===== src/rtl/regfile_init_arb_if.sv =====
// Register-file write-port bundle between the init/arbiter block and its environment.
// The master side drives the requests; the slave side (the arbiter) drives the write port and status.
interface regfile_init_arb_if;
  logic        reinit;
  logic        init_req;
  logic [4:0]  init_idx;
  logic [31:0] init_data;
  logic        init_valid;
  logic        wb_we;
  logic [4:0]  wb_wr;
  logic [31:0] wb_wd;
  logic        dbg_req;
  logic [4:0]  dbg_addr;
  logic [31:0] dbg_data;
  logic        dbg_gnt;
  logic        rf_we;
  logic [4:0]  rf_wr;
  logic [31:0] rf_wd;
  logic        cpu_hold;
  logic        init_done;

  modport master (
    output reinit, init_data, init_valid,
    output wb_we, wb_wr, wb_wd,
    output dbg_req, dbg_addr, dbg_data,
    input  init_req, init_idx, dbg_gnt,
    input  rf_we, rf_wr, rf_wd, cpu_hold, init_done
  );

  modport slave (
    input  reinit, init_data, init_valid,
    input  wb_we, wb_wr, wb_wd,
    input  dbg_req, dbg_addr, dbg_data,
    output init_req, init_idx, dbg_gnt,
    output rf_we, rf_wr, rf_wd, cpu_hold, init_done
  );
endinterface


===== src/rtl/regfile_init_arb.sv =====
// Loads x1..x31 after reset/reinit, then arbitrates the single RF write port between WB and debug.
// Zero-latency write mux; a starved debug request freezes the pipeline for one cycle to get through.
module regfile_init_arb #(
  parameter int unsigned STARVE_LIM = 4
) (
  input  logic              clk_50,
  input  logic              rst_i,
  regfile_init_arb_if.slave bus
);

  localparam int unsigned SW = ($clog2(STARVE_LIM + 1) > 3) ? $clog2(STARVE_LIM + 1) : 3;
  localparam logic [SW-1:0] LIM       = SW'(STARVE_LIM);
  localparam logic [4:0]    FIRST_IDX = 5'd1;
  localparam logic [4:0]    LAST_IDX  = 5'd31;

  typedef enum logic [1:0] {
    INIT  = 2'd0,
    RUN   = 2'd1,
    FORCE = 2'd2
  } state_e;

  state_e        state_q, state_d;
  logic [4:0]    idx_q, idx_d;
  logic [SW-1:0] starve_q, starve_d;

  state_e        state_cur;
  logic [4:0]    idx_cur;
  logic          wb_hit;

  logic          init_req_o;
  logic [4:0]    init_idx_o;
  logic          dbg_gnt_o;
  logic          rf_we_o;
  logic [4:0]    rf_wr_o;
  logic [31:0]   rf_wd_o;
  logic          cpu_hold_o;
  logic          init_done_o;

  assign wb_hit = bus.wb_we && (bus.wb_wr != 5'd0);

  always_comb begin
    // Reset is folded in combinationally so the outputs look like INIT while rst_i is high.
    state_cur   = rst_i ? INIT : state_q;
    idx_cur     = rst_i ? FIRST_IDX : idx_q;

    state_d     = state_cur;
    idx_d       = idx_cur;
    starve_d    = starve_q;

    init_req_o  = 1'b0;
    init_idx_o  = 5'd0;
    dbg_gnt_o   = 1'b0;
    rf_we_o     = 1'b0;
    rf_wr_o     = 5'd0;
    rf_wd_o     = 32'd0;
    cpu_hold_o  = 1'b0;
    init_done_o = 1'b0;

    unique case (state_cur)
      INIT: begin
        init_req_o = 1'b1;
        init_idx_o = idx_cur;
        cpu_hold_o = 1'b1;
        starve_d   = '0;
        if (bus.init_valid) begin
          rf_we_o = 1'b1;
          rf_wr_o = idx_cur;
          rf_wd_o = bus.init_data;
          if (idx_cur == LAST_IDX) begin
            state_d = RUN;
            idx_d   = FIRST_IDX;
          end else begin
            idx_d = idx_cur + 5'd1;
          end
        end
        if (bus.reinit) begin
          state_d = INIT;
          idx_d   = FIRST_IDX;
        end
      end

      RUN: begin
        init_done_o = 1'b1;
        if (wb_hit) begin
          rf_we_o = 1'b1;
          rf_wr_o = bus.wb_wr;
          rf_wd_o = bus.wb_wd;
        end else if (bus.dbg_req) begin
          // A debug write to x0 is acknowledged but never reaches the file.
          dbg_gnt_o = 1'b1;
          if (bus.dbg_addr != 5'd0) begin
            rf_we_o = 1'b1;
            rf_wr_o = bus.dbg_addr;
            rf_wd_o = bus.dbg_data;
          end
        end
        if (bus.dbg_req && !dbg_gnt_o) begin
          starve_d = starve_q + 1'b1;
          if (starve_d == LIM) begin
            state_d = FORCE;
          end
        end else begin
          starve_d = '0;
        end
      end

      FORCE: begin
        init_done_o = 1'b1;
        cpu_hold_o  = 1'b1;
        if (bus.dbg_req) begin
          dbg_gnt_o = 1'b1;
          if (bus.dbg_addr != 5'd0) begin
            rf_we_o = 1'b1;
            rf_wr_o = bus.dbg_addr;
            rf_wd_o = bus.dbg_data;
          end
        end
        state_d  = RUN;
        starve_d = '0;
      end

      default: begin
        state_d  = INIT;
        idx_d    = FIRST_IDX;
        starve_d = '0;
      end
    endcase

    if ((state_cur != INIT) && bus.reinit) begin
      state_d  = INIT;
      idx_d    = FIRST_IDX;
      starve_d = '0;
    end
  end

  always_ff @(posedge clk_50) begin
    if (rst_i) begin
      state_q  <= INIT;
      idx_q    <= FIRST_IDX;
      starve_q <= '0;
    end else begin
      state_q  <= state_d;
      idx_q    <= idx_d;
      starve_q <= starve_d;
    end
  end

  assign bus.init_req  = init_req_o;
  assign bus.init_idx  = init_idx_o;
  assign bus.dbg_gnt   = dbg_gnt_o;
  assign bus.rf_we     = rf_we_o;
  assign bus.rf_wr     = rf_wr_o;
  assign bus.rf_wd     = rf_wd_o;
  assign bus.cpu_hold  = cpu_hold_o;
  assign bus.init_done = init_done_o;

endmodule


===== src/flat_wrapper.sv =====
// flat-port wrapper written by rule: the top's interface ports become plain ports
module regfile_init_arb_flat 
#(
  parameter int unsigned STARVE_LIM = 4
)
  (clk_50, rst_i, bus_reinit, bus_init_data, bus_init_valid, bus_wb_we, bus_wb_wr, bus_wb_wd, bus_dbg_req, bus_dbg_addr, bus_dbg_data, bus_init_req, bus_init_idx, bus_dbg_gnt, bus_rf_we, bus_rf_wr, bus_rf_wd, bus_cpu_hold, bus_init_done);
  regfile_init_arb_if bus_i ();
  input  logic clk_50;
  input  logic rst_i;
  input wire logic [$bits(bus_i.reinit)-1:0] bus_reinit;
  input wire logic [$bits(bus_i.init_data)-1:0] bus_init_data;
  input wire logic [$bits(bus_i.init_valid)-1:0] bus_init_valid;
  input wire logic [$bits(bus_i.wb_we)-1:0] bus_wb_we;
  input wire logic [$bits(bus_i.wb_wr)-1:0] bus_wb_wr;
  input wire logic [$bits(bus_i.wb_wd)-1:0] bus_wb_wd;
  input wire logic [$bits(bus_i.dbg_req)-1:0] bus_dbg_req;
  input wire logic [$bits(bus_i.dbg_addr)-1:0] bus_dbg_addr;
  input wire logic [$bits(bus_i.dbg_data)-1:0] bus_dbg_data;
  output wire logic [$bits(bus_i.init_req)-1:0] bus_init_req;
  output wire logic [$bits(bus_i.init_idx)-1:0] bus_init_idx;
  output wire logic [$bits(bus_i.dbg_gnt)-1:0] bus_dbg_gnt;
  output wire logic [$bits(bus_i.rf_we)-1:0] bus_rf_we;
  output wire logic [$bits(bus_i.rf_wr)-1:0] bus_rf_wr;
  output wire logic [$bits(bus_i.rf_wd)-1:0] bus_rf_wd;
  output wire logic [$bits(bus_i.cpu_hold)-1:0] bus_cpu_hold;
  output wire logic [$bits(bus_i.init_done)-1:0] bus_init_done;
  assign bus_i.reinit = bus_reinit;
  assign bus_i.init_data = bus_init_data;
  assign bus_i.init_valid = bus_init_valid;
  assign bus_i.wb_we = bus_wb_we;
  assign bus_i.wb_wr = bus_wb_wr;
  assign bus_i.wb_wd = bus_wb_wd;
  assign bus_i.dbg_req = bus_dbg_req;
  assign bus_i.dbg_addr = bus_dbg_addr;
  assign bus_i.dbg_data = bus_dbg_data;
  assign bus_init_req = bus_i.init_req;
  assign bus_init_idx = bus_i.init_idx;
  assign bus_dbg_gnt = bus_i.dbg_gnt;
  assign bus_rf_we = bus_i.rf_we;
  assign bus_rf_wr = bus_i.rf_wr;
  assign bus_rf_wd = bus_i.rf_wd;
  assign bus_cpu_hold = bus_i.cpu_hold;
  assign bus_init_done = bus_i.init_done;
  regfile_init_arb #(.STARVE_LIM(STARVE_LIM)) u_core (.clk_50(clk_50), .rst_i(rst_i), .bus(bus_i));
endmodule

===== config.mk =====
export PLATFORM = sky130hd
export DESIGN_NAME = regfile_init_arb_flat
export DESIGN_NICKNAME = d
export VERILOG_FILES = /design/src/rtl/regfile_init_arb_if.sv /design/src/rtl/regfile_init_arb.sv /design/src/flat_wrapper.sv
export SDC_FILE = /design/constraint.sdc
export NUM_CORES = 1
export LEC_CHECK = 0
export CAP_MARGIN = 40
export CORE_AREA = 4 4 77 79
export CTS_BUF_LIST = sky130_fd_sc_hd__clkbuf_16
export DETAILED_ROUTE_END_ITERATION = 8
export DIE_AREA = 0 0 81 83
export GPL_ROUTABILITY_DRIVEN = 1
export PLACE_DENSITY = 0.8
export SLEW_MARGIN = 15
export SYNTH_ARGS = -nofsm -noshare
export SYNTH_HDL_FRONTEND = slang
export SYNTH_SLANG_ARGS = --single-unit

===== constraint.sdc =====
create_clock -name clk_50 -period 3 [get_ports clk_50]
set_input_delay 0.45 -clock clk_50 [delete_from_list [all_inputs] [get_ports clk_50]]
set_output_delay 0.45 -clock clk_50 [all_outputs]
set_load 0.03 [all_outputs]

* Yosys cells after proc, flatten, opt, wreduce, memory -nomap -nowiden
Index checks and enable logic that the tools add are counted.
** Storage, ports and cells
- Logic and storage cells :: 58
- Register bits after elaboration :: 10
** Operators by class
- Eq/ne operators :: 4
- Add/subtract/negate cells :: 2
- Bitwise gates (word level) :: 2
- Multiplexer cells :: 35
- Reductions and logical operators :: 12
** Operators with widths (count)
- 2-to-1 mux 32 bit :: 4
- one-hot mux 32 bit (3 select lines) :: 1
- 2-to-1 mux 5 bit :: 9
- one-hot mux 5 bit (3 select lines) :: 1
- 2-to-1 mux 2 bit :: 6
- 2-to-1 mux 1 bit :: 10
- one-hot mux 5 bit (2 select lines) :: 1
- nonzero test 5 bit :: 2
- one-hot mux 2 bit (3 select lines) :: 1
- OR reduction 2 bit :: 3
- adder 5 x 1 -> 5 bit (second input constant) :: 1
- equality test 5 bit (second input constant) :: 1
- OR reduction 4 bit :: 1
- adder 3 x 1 -> 3 bit (second input constant) :: 1
- equality test 3 bit (second input constant) :: 1
- logical AND 1 bit :: 3
- one-hot mux 1 bit (3 select lines) :: 1
- equality test 2 x 1 -> 1 bit (second input constant) :: 1
- equality test 2 bit (second input constant) :: 1
- logical NOT 2 bit :: 1
- NOT 1 bit :: 2
- one-hot mux 1 bit (2 select lines) :: 1
- nonzero test 2 bit :: 1
- logical NOT 1 bit :: 1

* Longest topological paths before layout
- Depth in word-level cells :: 8
- Depth in mapped cells :: 9
- Mapped depth without buffers :: 8

* Worst setup path after synthesis
No wires, ideal clock.
- Path type :: in2out
- Start :: in rst_i
- End :: out bus_rf_wd[14]
- Data required time :: 2.550 ns
- Data arrival time :: 2.626 ns
- Path buffers :: 2
- Setup slack :: -0.076 ns
- Stages on the path :: 9
- Path through :: buf_2 > nor2b_1 > inv_1 > ha_1 > and2_1 > and2b_1 > clkbuf_1 > and2_1 > a221o_1
** On the way
- Word-level cells in the longest chain between the ends :: 3
** Ends and longest elaborated chain
- start: declaration :: line flat_wrapper.sv:9 : input logic rst_i;
- 2-to-1 mux 2 bit * :: line regfile_init_arb.sv:43 : state_cur = rst_i ? INIT : state_q;
- equality test 2 bit (tied with other cells) :: line regfile_init_arb.sv:59 : unique case (state_cur)
- one-hot mux 32 bit (3 select lines) * :: line regfile_init_arb.sv:59
- end: declaration :: line flat_wrapper.sv:24 : output wire logic [$bits(bus_i.rf_wd)-1:0] bus_rf_wd;
Every way passes the cells marked *; elsewhere a longest branch is shown, timed or not.

* Worst setup path in the final report
- Start :: in rst_i
- End :: out bus_rf_wd[27]
The elaborated chain is that of the path after synthesis.

==> impl_metrics.yaml <==
timing:
  setup_violations: 0
  slew_violations: 0
  skew_ns: 0.000371
  hold-worst-slack_ns: 0.454
  min_period_ns: 2.87
  fin_ws_ns: 0.129
  hold_viol: 0
  fmax_mhz: 348
  period_share_pct: 95.7
  rsz0062_at_grt: "no"
  worst_pin_slew_ns: 0.476
  slew_headroom_pct: 68.1
cells_and_area:
  layout-drive-gt1-share_pct: 22.2
  area_growth_syn_to_layout_pct: 128
  fillers: 483
  antennaDiodeCount: 0
  nets: 473
logic_synthesis:
  synth_fp_nets: 298
  syn-cell-area_um2: 1430
  yosys-top-cells-count: "and2_1 (39), a221o_1 (33), nor2_1 (13)"
  synthMuxAreaShare_pct: 0
  synth_xor_area_share_pct: 1.22
  synthCells: 178
  synth-seq-cells: 10
  yosysMostFrequentCell: "and2_1"
  synthAdderAreaFrac_pct: 6.99
  synth_cell_types: 37
  yosysTopAreaCell: "a221o_1"
  synth_top_cell_area_share_pct: 23.1
  synthFlopType: "dfxtp_1"
  synth_edf_count: 0
  synth-simple-area-share_pct: 32.5
  synth_top_family_by_area: "compound AO/OA/AOI/OAI gates"
  synth-compound-area-share_pct: 38.0
  synth.area.top_cells: "a221o_1 (23%), and2_1 (17%), dfxtp_1 (14%)"
  synth.avg_cell_area_um2: 8.05
  ys.warnings.count: 0
  seq_area_frac_synth_pct: 14.0
  async_reset_ff_share_pct: 0
global_routing:
  grt_pass1_vias: 2044
  grt_max_degree: 34
  grt_usage_pct: 19.9
  antenna_found_initial: 0
  overflow: 0
  grt_pass1_wl_mm: 10.6
critical_path:
  path_class: "primary input to primary output"
  cp.arrival_ns: 2.42
  crit_path_max_incr_delay_ns: 0.31
  reg2reg_from: "u_core.idx_q[0]"
  worstPathRequired_ns: 2.55
  cp_max_fo: 19
  path_buf_inv: 4
  cp_slowest_cell: "a311oi_2"
  rr_worst_depth: 7
  r2r_end: "u_core.idx_q[3]"
  r2r_slack_ns: 1.01
  critical_path.top_delay_family: "buffers and inverters"
  start_kind: "primary input"
  endpoint_kind: "primary output"
  path_cells: "dlygate4sd2_1, nor2b_2, inv_1, ha_1, nor2b_1, a311oi_2, nor2_2, buf_12, a221o_1, buf_4"
floorplanning:
  pin_count: 159
  core_area_um2: 5340
  initial_core_util_pct: 26.8
  die_h_um: 83
  die_area_um2: 6720
  fp.dieW_um: 81
  row_count: 27
min_path:
  whs_endpoint: "u_core.starve_q[0]"
  whs_path_depth: 1
  hold_path_startpoint: "u_core.starve_q[0]"
  hold_class: "register to register"
power_and_ir_drop:
  power_mw: 0.694
  vdd_ir_drop_max_v: 0.000371
  p_per_area_nw_per_um2: 212
  p_leak_nw: 1.37
clock_tree:
  numCtsBuffers: 3
  cts.path.max_buffers: 2
  root_buffer: "clkbuf_16"
  clk_latency_ns: 0.24
  cts_tree: "done"
  ctsHtreeMaxLevel: 1
  clkSinkCount: 10
  cts.clk_slew.worst_paths_ns: 0.04
routing:
  ant_nets: 0
  route.detailed.drc: 0
  routed_wl_mm: 7.17
  num_vias: 2117
  via_per_inst: 4.99
  dr.first_iter.drc_count: 91
  post_drt_wl_per_cell_um: 16.9
  dr.pass1.iters: 4
run_status:
  status: "complete, no violations"
flow_run:
  drv_cap: 0
placed_design:
  gp_congestion: 0.884
  place_ws_ns: -0.144
  post-dp-hpwl_mm: 6.05
  portBuffers: 158
-- cells by family after synthesis --
logic type	after synthesis
and+or+nand+nor	78
AOI/OAI and AO/OA	60
buffers and inverters	20
DFF	10
adders and majority gates	8
xor gates and xnor gates	2
-- final cells by class --
cell class | count | area [um2] | share of cell area [%]
repair buffers | 184 | 1740 | 53.1
multi-input cells | 148 | 1140 | 34.9
clock buffers | 3 | 75.1 | 2.30
flip-flops and latches | 10 | 200 | 6.12
inverters | 6 | 22.5 | 0.689
well taps | 72 | 90.1 | 2.75
clock inverters | 1 | 3.75 | 0.115
-- what timing repair did --
action / CTS / global route
buffers inserted: 0 / 0
endpoints found under the setup margin: 37 / 0
resized for setup: 3 / 0
hold buffers: 0 / 0
-- worst max path at each step --
stage / start / endpoint / slack [ns] / depth (start not counted)
global route: rst_i / bus_rf_wd[10] / 0.01 / 10
detailed placement: rst_i / bus_rf_wd[23] / -0.14 / 10
global placement: rst_i / bus_rf_wd[27] / -0.09 / 10
finish: rst_i / bus_rf_wd[27] / 0.13 / 10
floorplan: rst_i / bus_rf_wd[14] / 0.05 / 9
CTS: rst_i / bus_rf_wd[23] / 0.12 / 10
-- per-layer routing --
metal,routed length [um],track usage [%]
met5,0,0
met4,155,6.91
met3,573,3.90
met2,3600,35.3
met1,2840,23.1
-- cell usage in the layout (no fill, tap or decap), types with 2 or more instances in the layout --
cell,synthesis,routed
a211o_1,2,2
clkbuf_16,0,3
and2_1,39,39
clkdlybuf4s50_1,0,117
dfxtp_1,10,10
a22oi_1,5,5
a32oi_1,3,3
a221o_1,33,33
buf_4,0,61
xnor2_1,2,2
nor2b_2,0,2
inv_1,6,6
nor2_1,13,13
nand2_1,3,3
ha_1,8,7
buf_12,0,5
o21bai_1,2,2
a21oi_1,5,5
nor2b_1,8,6
o2bb2ai_1,5,5
nor3_1,2,2
-- report_power, final --
group          leakage, nW  switching (mW)  internal [mW]
sequential          0.0809        0.000353          0.135
clock               0.0385          0.0633          0.175
combinational         1.25           0.122          0.199
-- registers in the layout (all words and copies together), names as in the netlist --
signal,cells
u_core.idx_q,5
u_core.state_q,2
u_core.starve_q,3
-- stage by stage --
step | std cells | cell area, um2 | setup TNS (ns) | util, %
3_5_place_dp | 420 | 3190 | -4.07 | 59.7
5_1_grt | 424 | 3270 | 0 | 61.3
2_1_floorplan | 178 | 1440 | 0 | -
6_report | 424 | 3270 | 0 | 61.3
4_1_cts | 424 | 3270 | 0 | 61.3
3_3_place_gp | 420 | 3190 | -2.57 | 59.7
Note: power is estimated with default switching activity, not from simulation.
